===== src/rtl/dct_pkg.sv =====
// Shared DCT constants, coefficient vector type and bank-pointer encoding.
package dct_pkg;

    localparam int unsigned DCT_N      = 8;
    localparam int unsigned DCT_COEF_W = 12;

    typedef logic signed [DCT_COEF_W-1:0] dct_coef_t;
    typedef dct_coef_t [DCT_N-1:0]        dct_vec_t;

    typedef enum logic {
        BANK0 = 1'b0,
        BANK1 = 1'b1
    } dct_bank_e;

    function automatic dct_bank_e dct_other_bank(input dct_bank_e b);
        return (b == BANK0) ? BANK1 : BANK0;
    endfunction

endpackage


===== src/rtl/dct_tp_bank.sv =====
// One NxN coefficient bank: column-wide write port, combinational row-wide read port.
module dct_tp_bank
    import dct_pkg::*;
#(
    parameter int unsigned DATA_W = DCT_COEF_W,
    parameter int unsigned N      = DCT_N
) (
    input  logic                          clk,
    input  logic                          wr_en,
    input  logic [$clog2(N)-1:0]          wr_col,
    input  logic [N-1:0][DATA_W-1:0]      wr_data,
    input  logic [$clog2(N)-1:0]          rd_row,
    output logic [N-1:0][DATA_W-1:0]      rd_data
);

    // Indexed [row][col]; contents are deliberately left unreset.
    logic [N-1:0][N-1:0][DATA_W-1:0] mem_q;
    logic [N-1:0][N-1:0][DATA_W-1:0] mem_d;

    always_comb begin
        mem_d = mem_q;
        if (wr_en) begin
            for (int unsigned r = 0; r < N; r++) begin
                mem_d[r][wr_col] = wr_data[r];
            end
        end
    end

    always_ff @(posedge clk) begin
        mem_q <= mem_d;
    end

    assign rd_data = mem_q[rd_row];

endmodule


===== src/rtl/dct_transpose_buf.sv =====
// Ping-pong 8x8 transpose buffer: column vectors in, row vectors out with
// valid/ready on the output and sticky drop reporting on the input.
module dct_transpose_buf
    import dct_pkg::*;
#(
    parameter int unsigned DATA_W = DCT_COEF_W,
    parameter int unsigned N      = DCT_N
) (
    input  logic                     i_clk,
    input  logic                     i_rst_n,
    input  logic                     i_valid,
    input  logic signed [DATA_W-1:0] i_data0,
    input  logic signed [DATA_W-1:0] i_data1,
    input  logic signed [DATA_W-1:0] i_data2,
    input  logic signed [DATA_W-1:0] i_data3,
    input  logic signed [DATA_W-1:0] i_data4,
    input  logic signed [DATA_W-1:0] i_data5,
    input  logic signed [DATA_W-1:0] i_data6,
    input  logic signed [DATA_W-1:0] i_data7,
    output logic                     o_in_ready,
    output logic                     o_ovf,
    output logic                     o_valid,
    input  logic                     i_ready,
    output logic signed [DATA_W-1:0] o_data0,
    output logic signed [DATA_W-1:0] o_data1,
    output logic signed [DATA_W-1:0] o_data2,
    output logic signed [DATA_W-1:0] o_data3,
    output logic signed [DATA_W-1:0] o_data4,
    output logic signed [DATA_W-1:0] o_data5,
    output logic signed [DATA_W-1:0] o_data6,
    output logic signed [DATA_W-1:0] o_data7,
    output logic                     o_last
);

    localparam int unsigned IW       = $clog2(N);
    localparam logic [IW-1:0] LAST_IDX = IW'(N - 1);

    logic [1:0]      full_q,    full_d;
    dct_bank_e       wr_bank_q, wr_bank_d;
    dct_bank_e       rd_bank_q, rd_bank_d;
    logic [IW-1:0]   wr_cnt_q,  wr_cnt_d;
    logic [IW-1:0]   rd_cnt_q,  rd_cnt_d;
    logic            ovf_q,     ovf_d;

    logic                     wr_sel;
    logic                     rd_sel;
    logic                     accept;
    logic                     rd_xfer;
    logic [1:0]               wr_en;
    logic [N-1:0][DATA_W-1:0] in_vec;
    logic [N-1:0][DATA_W-1:0] out_vec;
    logic [N-1:0][DATA_W-1:0] bank_rd [2];

    assign in_vec = {i_data7, i_data6, i_data5, i_data4,
                     i_data3, i_data2, i_data1, i_data0};

    assign wr_sel     = (wr_bank_q == BANK1);
    assign rd_sel     = (rd_bank_q == BANK1);
    assign o_in_ready = ~full_q[wr_sel];
    assign o_valid    = full_q[rd_sel];
    assign o_last     = o_valid & (rd_cnt_q == LAST_IDX);
    assign o_ovf      = ovf_q;
    assign accept     = i_valid & o_in_ready;
    assign rd_xfer    = o_valid & i_ready;

    for (genvar b = 0; b < 2; b++) begin : g_bank
        dct_tp_bank #(
            .DATA_W (DATA_W),
            .N      (N)
        ) u_bank (
            .clk     (i_clk),
            .wr_en   (wr_en[b]),
            .wr_col  (wr_cnt_q),
            .wr_data (in_vec),
            .rd_row  (rd_cnt_q),
            .rd_data (bank_rd[b])
        );
    end

    always_comb begin
        wr_en = '0;
        if (accept) begin
            wr_en[wr_sel] = 1'b1;
        end
    end

    always_comb begin
        out_vec = '0;
        if (o_valid) begin
            out_vec = rd_sel ? bank_rd[1] : bank_rd[0];
        end
    end

    // Writer and reader always own different banks, so both full bits may
    // change in the same cycle without conflict.
    always_comb begin
        full_d    = full_q;
        wr_bank_d = wr_bank_q;
        rd_bank_d = rd_bank_q;
        wr_cnt_d  = wr_cnt_q;
        rd_cnt_d  = rd_cnt_q;
        ovf_d     = ovf_q | (i_valid & ~o_in_ready);

        if (accept) begin
            if (wr_cnt_q == LAST_IDX) begin
                full_d[wr_sel] = 1'b1;
                wr_bank_d      = dct_other_bank(wr_bank_q);
                wr_cnt_d       = '0;
            end else begin
                wr_cnt_d = wr_cnt_q + 1'b1;
            end
        end

        if (rd_xfer) begin
            if (rd_cnt_q == LAST_IDX) begin
                full_d[rd_sel] = 1'b0;
                rd_bank_d      = dct_other_bank(rd_bank_q);
                rd_cnt_d       = '0;
            end else begin
                rd_cnt_d = rd_cnt_q + 1'b1;
            end
        end
    end

    always_ff @(posedge i_clk or negedge i_rst_n) begin
        if (!i_rst_n) begin
            full_q    <= '0;
            wr_bank_q <= BANK0;
            rd_bank_q <= BANK0;
            wr_cnt_q  <= '0;
            rd_cnt_q  <= '0;
            ovf_q     <= 1'b0;
        end else begin
            full_q    <= full_d;
            wr_bank_q <= wr_bank_d;
            rd_bank_q <= rd_bank_d;
            wr_cnt_q  <= wr_cnt_d;
            rd_cnt_q  <= rd_cnt_d;
            ovf_q     <= ovf_d;
        end
    end

    assign o_data0 = out_vec[0];
    assign o_data1 = out_vec[1];
    assign o_data2 = out_vec[2];
    assign o_data3 = out_vec[3];
    assign o_data4 = out_vec[4];
    assign o_data5 = out_vec[5];
    assign o_data6 = out_vec[6];
    assign o_data7 = out_vec[7];

endmodule


===== config.mk =====
export PLATFORM = sky130hd
export DESIGN_NAME = dct_transpose_buf
export DESIGN_NICKNAME = d
export VERILOG_FILES = /design/src/rtl/dct_pkg.sv /design/src/rtl/dct_tp_bank.sv /design/src/rtl/dct_transpose_buf.sv
export SDC_FILE = /design/constraint.sdc
export NUM_CORES = 1
export LEC_CHECK = 0
export CORE_MARGIN = 4
export CORE_UTILIZATION = 45
export CTS_CLUSTER_DIAMETER = 150
export CTS_CLUSTER_SIZE = 16
export DETAILED_ROUTE_END_ITERATION = 6
export GPL_ROUTABILITY_DRIVEN = 0
export GPL_TIMING_DRIVEN = 1
export PLACE_DENSITY = 0.66
export SLEW_MARGIN = 20
export SYNTH_ARGS = -nofsm -noshare
export SYNTH_HDL_FRONTEND = slang
export SYNTH_HIERARCHICAL = 1
export SYNTH_SLANG_ARGS = --single-unit

===== constraint.sdc =====
create_clock -name i_clk -period 8.1 [get_ports i_clk]
set_clock_uncertainty 0.15 [all_clocks]
set_input_delay 1.62 -clock i_clk [delete_from_list [all_inputs] [get_ports i_clk]]
set_output_delay 1.62 -clock i_clk [all_outputs]
set_load 0.02 [all_outputs]

==> flow_metrics.py, run 1 <==
metrics = {
    "status": {
        "outcome": "completed",
    },
    "clocking": {
        "cts_setup_buffers": 0,
        "cts_root_buf": "clkbuf_16",
        "cts_tree": "built",
        "path_clk_slew_ps": 80,
        "ctsResizeCount": 0,
        "clk_path_buf_depth": 3,
        "clock-sinks": 1547,
        "htreeDepth": 3,
        "clk-insertion-delay-late_ps": 690,
        "cts_made_buffers": 106,
        "holdBufCountCts": 0,
    },
    "sta": {
        "hold_viol_final": 0,
        "finalSetupViolCount": 0,
        "setup-tns-final_ps": 0,
        "drv_slew": 0,
        "relSlewSlack_pct": 27.4,
        "max_freq_mhz": 166,
        "timing.final.crit_share_pct": 74.5,
        "period_minus_slack_ps": 6030,
        "hold_ws_ps": 345,
        "rsz0062_at_grt": "false",
        "tightest_slew_ps": 1090,
    },
    "finish": {
        "seq_area_um2": 46400,
        "multi_input_area_um2": 12600,
        "drive_above_1_share_pct": 28.0,
        "syn_to_final_growth_pct": 11.7,
        "finalInstanceArea_um2": 66800,
        "nFillCells": 10100,
        "final_nets": 2847,
        "fin_cells": 4528,
    },
    "synthesis": {
        "synthMuxAreaShare_pct": 19.9,
        "synthSimpleGateAreaFrac_pct": 0.901,
        "synth_top_area_share_pct": 77.2,
        "syn_area_um2": 59700,
        "yosysWarnings": 6,
        "ys_types": 28,
        "synth_nets": 2609,
        "yosysSeqAreaShare_pct": 77.7,
        "yosysTopAreaCell": "edfxtp_1",
        "synth_top_family_by_area": "multiplexers",
        "synth-xor-area-share_pct": 0,
        "synthAdderAreaFrac_pct": 0.0838,
        "synth.avg_cell_area_um2": 23.9,
        "synth_compound_area_share_pct": 0.0921,
        "ys_seq_elements": 1547,
        "postSynthCellCount": 2505,
        "synth_area_leaders": "edfxtp_1 77%, mux4_2 14%, mux2_2 3.7%",
    },
    "setup_path": {
        "reg2regPathDepth": 5,
        "arrival_ps": 4260,
        "cp_max_fo": 66,
        "cp_slowest_stage_delay_ps": 1150,
        "cp_cell_sequence": "buf_4, mux4_2, mux2_2, mux2i_1, nor2_1, clkdlybuf4s50_1",
        "crit_slowest_cell": "dfrtp_4",
        "cp-end-kind": "output pin",
        "r2r_slack_ps": 4960,
        "cp_data_required_time_ps": 6330,
        "criticalPathCategory": "reg2out",
        "start_kind": "register",
    },
    "placement": {
        "io_buffers": 199,
        "placed_area_um2": 63800,
        "hpwl_um": 69400,
        "dp.cells": 4386,
    },
    "drt": {
        "first_iter_violations": 2172,
        "vias": 26200,
        "viasPerCell": 5.79,
        "drc": 0,
        "wl_per_cell_um": 28.0,
        "wirelength_um": 127000,
        "postRouteAntennaNets": 0,
        "first_pass_iters": 7,
    },
    "global_routing": {
        "grt_max_degree": 93,
        "grt.total_usage_pct": 18.5,
        "grt-ovfl-total": 0,
        "antenna_found_initial": 5,
        "grt_pass1_vias": 28100,
        "grt_pass1_wl_um": 188000,
    },
    "pwr": {
        "power_density_nw_per_um2": 329,
        "netSwitchingPower_w": 0.00653,
        "power.share.combinational_pct": 33.4,
        "seqPwrFrac_pct": 44.5,
        "leakagePower_nw": 20.4,
        "vdd_drop_max_mv": 0.312,
        "power_frac_clock_pct": 22.1,
        "netSwitchingFraction_pct": 29.8,
        "finalPower_w": 0.0219,
        "p_int_w": 0.0154,
    },
    "min_path": {
        "hp-class": "reg2reg",
        "min_path_cells": 1,
    },
    "die": {
        "dieArea_um2": 139000,
        "core_um2": 132000,
        "boundaryPins": 200,
        "fp.dieH_um": 372,
        "initial_core_util_pct": 45.4,
        "rows": 133,
        "dieWidth_um": 372,
    },
    "flow_run": {
        "cap_viol_max_count": 0,
    },
}
## critical path, delay by kind of cell, from the launching register on
kind / cells / cell delay (ps)
multiplexers: 3 / 1080
AND/OR/NAND/NOR: 1 / 90
flip-flops: 1 / 1150
buffers and inverters: 2 / 1210
## cells in the mapped netlist
cell type and n:
nor2_1 110, edfxtp_1 1536, buf_4 2, buf_6 40
o21ai_0 2, mux2i_4 1, o21bai_1 1, nor2b_1 2
mux2i_1 97, mux2_1 3, mux2_2 195, mux4_2 384
inv_2 1, nand2b_1 6, buf_2 26, a31oi_1 2
ha_1 4, nand2_1 8, and2_1 1, and3_1 1
inv_1 1, buf_1 18, nor3b_1 1, a21oi_1 2
clkbuf_1 43, o31ai_1 2, nor3_1 5, dfrtp_1 11
## registers in the layout, summed over array words and instances (netlist names)
signal / cells
wr_cnt_q: 3
rd_cnt_q: 3
full_q: 2
rd_bank_q: 1
g_bank.u_bank/mem_q: 1536
wr_bank_q: 1
o_ovf: 1
## metal layers
| layer | vias to the layer above | wire length [um] | global-route usage (%) |
|---|---|---|---|
| met2 | 784 | 63600 | 31.0 |
| met1 | 14300 | 54100 | 26.0 |
| li1 | 11000 | - | - |
| met4 | 0 | 2490 | 4.25 |
| met3 | 158 | 6650 | 2.73 |
| met5 | - | 0 | 0 |
## path summary, 6_finish.rpt
check	start	end
min in group asynchronous	i_rst_n	o_ovf
max	rd_cnt_q[2]	o_data2[7]
min	o_ovf	o_ovf
max reg2reg	full_q[1]	g_bank[1].u_bank/mem_q[345]
max in group asynchronous	i_rst_n	rd_bank_q
min reg2reg	o_ovf	o_ovf
## area by class of cell
type,count,area share (%)
sequential,1547,69.5
timing repair buffer,259,3.94
tap,1755,3.29
multi-input combinational,827,18.9
inverter,2,0.0112
clock inverter,6,0.105
antenna,2,0.00750
clock buffer,130,4.17
## kinds of logic (layout without fill, tap and decap cells)
group / after synthesis / after routing
flip-flops: 1547 / 1547
AO/OA/AOI/OAI: 9 / 9
buffers and inverters: 131 / 397
adder cells (fa/ha/maj): 4 / 4
multiplexers: 680 / 680
AND/OR/NAND/NOR: 134 / 134
other: 0 / 2
## placed cells by master (no fill, tap or decap), types with 2 or more instances in the layout
master	instances
diode_2	2
a21oi_1	2
nor2_4	12
buf_4	46
mux2_2	195
nand2b_1	6
mux2_1	3
dfrtp_4	4
nor3_4	4
buf_12	12
inv_6	3
edfxtp_1	1536
buf_16	2
clkbuf_1	22
ha_1	4
mux4_2	384
o31ai_1	2
dfrtp_1	7
clkbuf_16	108
mux2i_1	97
clkdlybuf4s50_1	199
a31oi_1	2
nand2_1	8
o21ai_0	2
nor2_1	98
nor2b_1	2
## power groups by stage
stage,Clock (W),Sequential (W),Combinational (W)
2_1_floorplan,0,0.00972,0.00532
3_3_place_gp,0,0.00995,0.00732
3_5_place_dp,0,0.0100,0.00741
4_1_cts,0.00500,0.00982,0.00744
5_1_grt,0.00535,0.00982,0.00788
6_report,0.00486,0.00976,0.00732
## per-stage QoR
stage	util [%]	setup WS, ps
2_1_floorplan	-	1320
5_1_grt	50.7	1740
6_report	50.7	2070
4_1_cts	50.6	1690
3_5_place_dp	48.5	2460
3_3_place_gp	48.5	2490
No activity file was read; power rests on OpenSTA's default activity.
==> run 2, diff against run 1 <==
--- a/config.mk
+++ b/config.mk
@@ -12,7 +12,7 @@
 export DETAILED_ROUTE_END_ITERATION = 6
 export GPL_ROUTABILITY_DRIVEN = 0
 export GPL_TIMING_DRIVEN = 1
-export PLACE_DENSITY = 0.66
+export PLACE_DENSITY = 0.64
 export SLEW_MARGIN = 20
 export SYNTH_ARGS = -nofsm -noshare
 export SYNTH_HDL_FRONTEND = slang
==> constraint.sdc (replaced) <==
create_clock -name i_clk -period 5.8 [get_ports i_clk]
set_clock_uncertainty 0.15 [all_clocks]
set_input_delay 1.16 -clock i_clk [delete_from_list [all_inputs] [get_ports i_clk]]
set_output_delay 1.16 -clock i_clk [all_outputs]
set_load 0.02 [all_outputs]
==> run 2 against run 1 <==
Power grew 41%. Flip-flop and latch count did not move. Largest cell class unchanged. Worst hold slack better by 120 ps. Worst setup slack worse by 1700 ps. Sequential power up 39%. Highest routed layer unchanged. Global-route usage is 0.083 points lower. Register-to-register slack got worse by 1900 ps. Die area stayed put. Sequential share of layout area decreased by 0.32 points.
==> flow_metrics.py, run 2 (synthesis gave the netlist of run 1 again) <==
metrics = {
    "setup_path": {
        "crit_slowest_cell": "dfrtp_4",
        "cp_max_fo": 61,
        "cp-end-kind": "output pin",
        "r2r-start": "full_q[0]",
        "criticalPathCategory": "reg2out",
        "start_kind": "register",
        "critPathLaunch": "rd_cnt_q[2]",
        "cp_data_required_time_ps": 4490,
        "cp_slowest_stage_delay_ps": 1110,
        "cp_cell_sequence": "buf_4, mux4_2, mux2_2, mux2i_1, nor2_1, clkdlybuf4s50_1",
        "arrival_ps": 4100,
    },
    "clocking": {
        "htreeDepth": 3,
        "cts_root_buf": "clkbuf_16",
        "cts_setup_buffers": 0,
        "clk-insertion-delay-late_ps": 690,
        "path_clk_slew_ps": 70,
        "clk_path_buf_depth": 3,
        "clock-sinks": 1547,
        "ctsResizeCount": 0,
        "cts_tree": "built",
        "holdBufCountCts": 0,
        "cts_made_buffers": 106,
    },
    "drt": {
        "viasPerCell": 5.72,
        "first_pass_iters": 7,
        "wl_met1_um": 53900,
        "met3_wirelength_um": 6430,
        "met2_length_um": 64100,
        "wl_per_cell_um": 27.9,
        "first_iter_violations": 2492,
        "vias": 26000,
        "top_layer_used": "met4",
        "wirelength_um": 127000,
        "postRouteAntennaNets": 0,
        "drc": 0,
    },
    "pwr": {
        "power_density_nw_per_um2": 462,
        "leakagePower_nw": 20.5,
        "power.share.combinational_pct": 34.2,
        "seqPwrFrac_pct": 43.8,
        "p_int_w": 0.0218,
        "netSwitchingPower_w": 0.00924,
        "vdd_drop_max_mv": 0.299,
        "power_frac_clock_pct": 22.0,
        "netSwitchingFraction_pct": 29.8,
    },
    "die": {
        "rows": 133,
        "fp.dieH_um": 372,
        "initial_core_util_pct": 45.4,
        "core_um2": 132000,
        "dieWidth_um": 372,
        "boundaryPins": 200,
        "dieArea_um2": 139000,
    },
    "finish": {
        "largest-register": "g_bank.u_bank/mem_q",
        "final_common_cell": "edfxtp_1",
        "final_nets": 2859,
        "final_cell_mix": "1536 x edfxtp_1, 384 x mux4_2, 199 x clkdlybuf4s50_1",
        "syn_to_final_growth_pct": 12.3,
        "post-route-util_pct": 51.0,
        "drive_above_1_share_pct": 28.3,
        "nFillCells": 10100,
        "top_regs": "g_bank.u_bank/mem_q: 1536 flops, rd_cnt_q: 3 flops, wr_cnt_q: 3 flops",
        "largest_reg_flops": 1536,
    },
    "global_routing": {
        "grt_pass1_vias": 28000,
        "grt-ovfl-total": 0,
        "antenna_found_initial": 2,
        "grt_max_degree": 97,
        "grt.total_usage_pct": 18.4,
        "grt_pass1_wl_um": 187000,
    },
    "placement": {
        "pre_cts_slack_ps": 887,
        "hpwl_um": 70300,
        "io_buffers": 199,
    },
    "sta": {
        "setup_slack_ps": 386,
        "max_freq_mhz": 185,
        "drv_slew": 0,
        "period_minus_slack_ps": 5410,
        "timing.final.crit_share_pct": 93.3,
        "hold_viol_final": 0,
        "tightest_slew_ps": 1110,
        "rsz0062_at_grt": "false",
        "relSlewSlack_pct": 26.2,
        "finalSetupViolCount": 0,
    },
    "min_path": {
        "hp-class": "reg2reg",
        "hp-start": "o_ovf",
    },
    "flow_run": {
        "cap_viol_max_count": 0,
    },
    "status": {
        "outcome": "completed",
    },
}
==> run 2: path summary, 6_finish.rpt <==
check	to	slack [ps]	depth (start not counted)
worst max-delay path	o_data2[8]	390	6
worst min-delay path	o_ovf	460	1
worst max register to register	g_bank[0].u_bank/mem_q[347]	3070	4
worst min register to register	o_ovf	460	1
max in group asynchronous	rd_cnt_q[2]	4400	1
min in group asynchronous	rd_bank_q	670	1
==> run 2: power by group through the flow <==
stage | Sequential [W] | Combinational (W) | Clock (W)
2_1_floorplan | 0.0136 | 0.00743 | 0
3_3_place_gp | 0.0139 | 0.0106 | 0
3_5_place_dp | 0.0139 | 0.0108 | 0
4_1_cts | 0.0137 | 0.0108 | 0.00702
5_1_grt | 0.0137 | 0.0114 | 0.00749
6_report | 0.0136 | 0.0106 | 0.00681
==> run 2: layer usage <==
| layer | up-vias | GRT usage, % |
|---|---|---|
| met5 | - | 0 |
| li1 | 11000 | - |
| met4 | 0 | 4.04 |
| met2 | 664 | 31.2 |
| met3 | 119 | 2.47 |
| met1 | 14200 | 25.8 |
==> run 2: final cells by class <==
class | instances | area, um2 | area share, %
Antenna cell | 1 | 2.50 | 0.00373
Inverter | 2 | 7.51 | 0.0112
Timing Repair Buffer | 271 | 2940 | 4.39
Clock inverter | 6 | 70.1 | 0.104
Tap cell | 1755 | 2200 | 3.27
Clock buffer | 131 | 2790 | 4.16
Sequential cell | 1547 | 46400 | 69.2
Multi-Input combinational cell | 827 | 12600 | 18.9
==> run 2: critical path, delay by kind of cell (launching register included) <==
kind	cells	cell delay, ps
flip-flops	1	1110
multiplexers	3	1030
buffers and inverters	2	1100
AND/OR/NAND/NOR	1	100
==> run 2: per-stage QoR <==
stage / cell area, um2 / TNS, ps / hold WS (ps) / std cells / power [W]
5_1_grt: 67100 / 0 / 459 / 4539 / 0.0326
3_5_place_dp: 64200 / 0 / 424 / 4401 / 0.0247
2_1_floorplan: 59800 / -593620 / 360 / 2505 / 0.0210
4_1_cts: 67000 / 0 / 445 / 4538 / 0.0315
6_report: 67100 / 0 / 463 / 4540 / 0.0310
3_3_place_gp: 64100 / 0 / 387 / 4399 / 0.0245
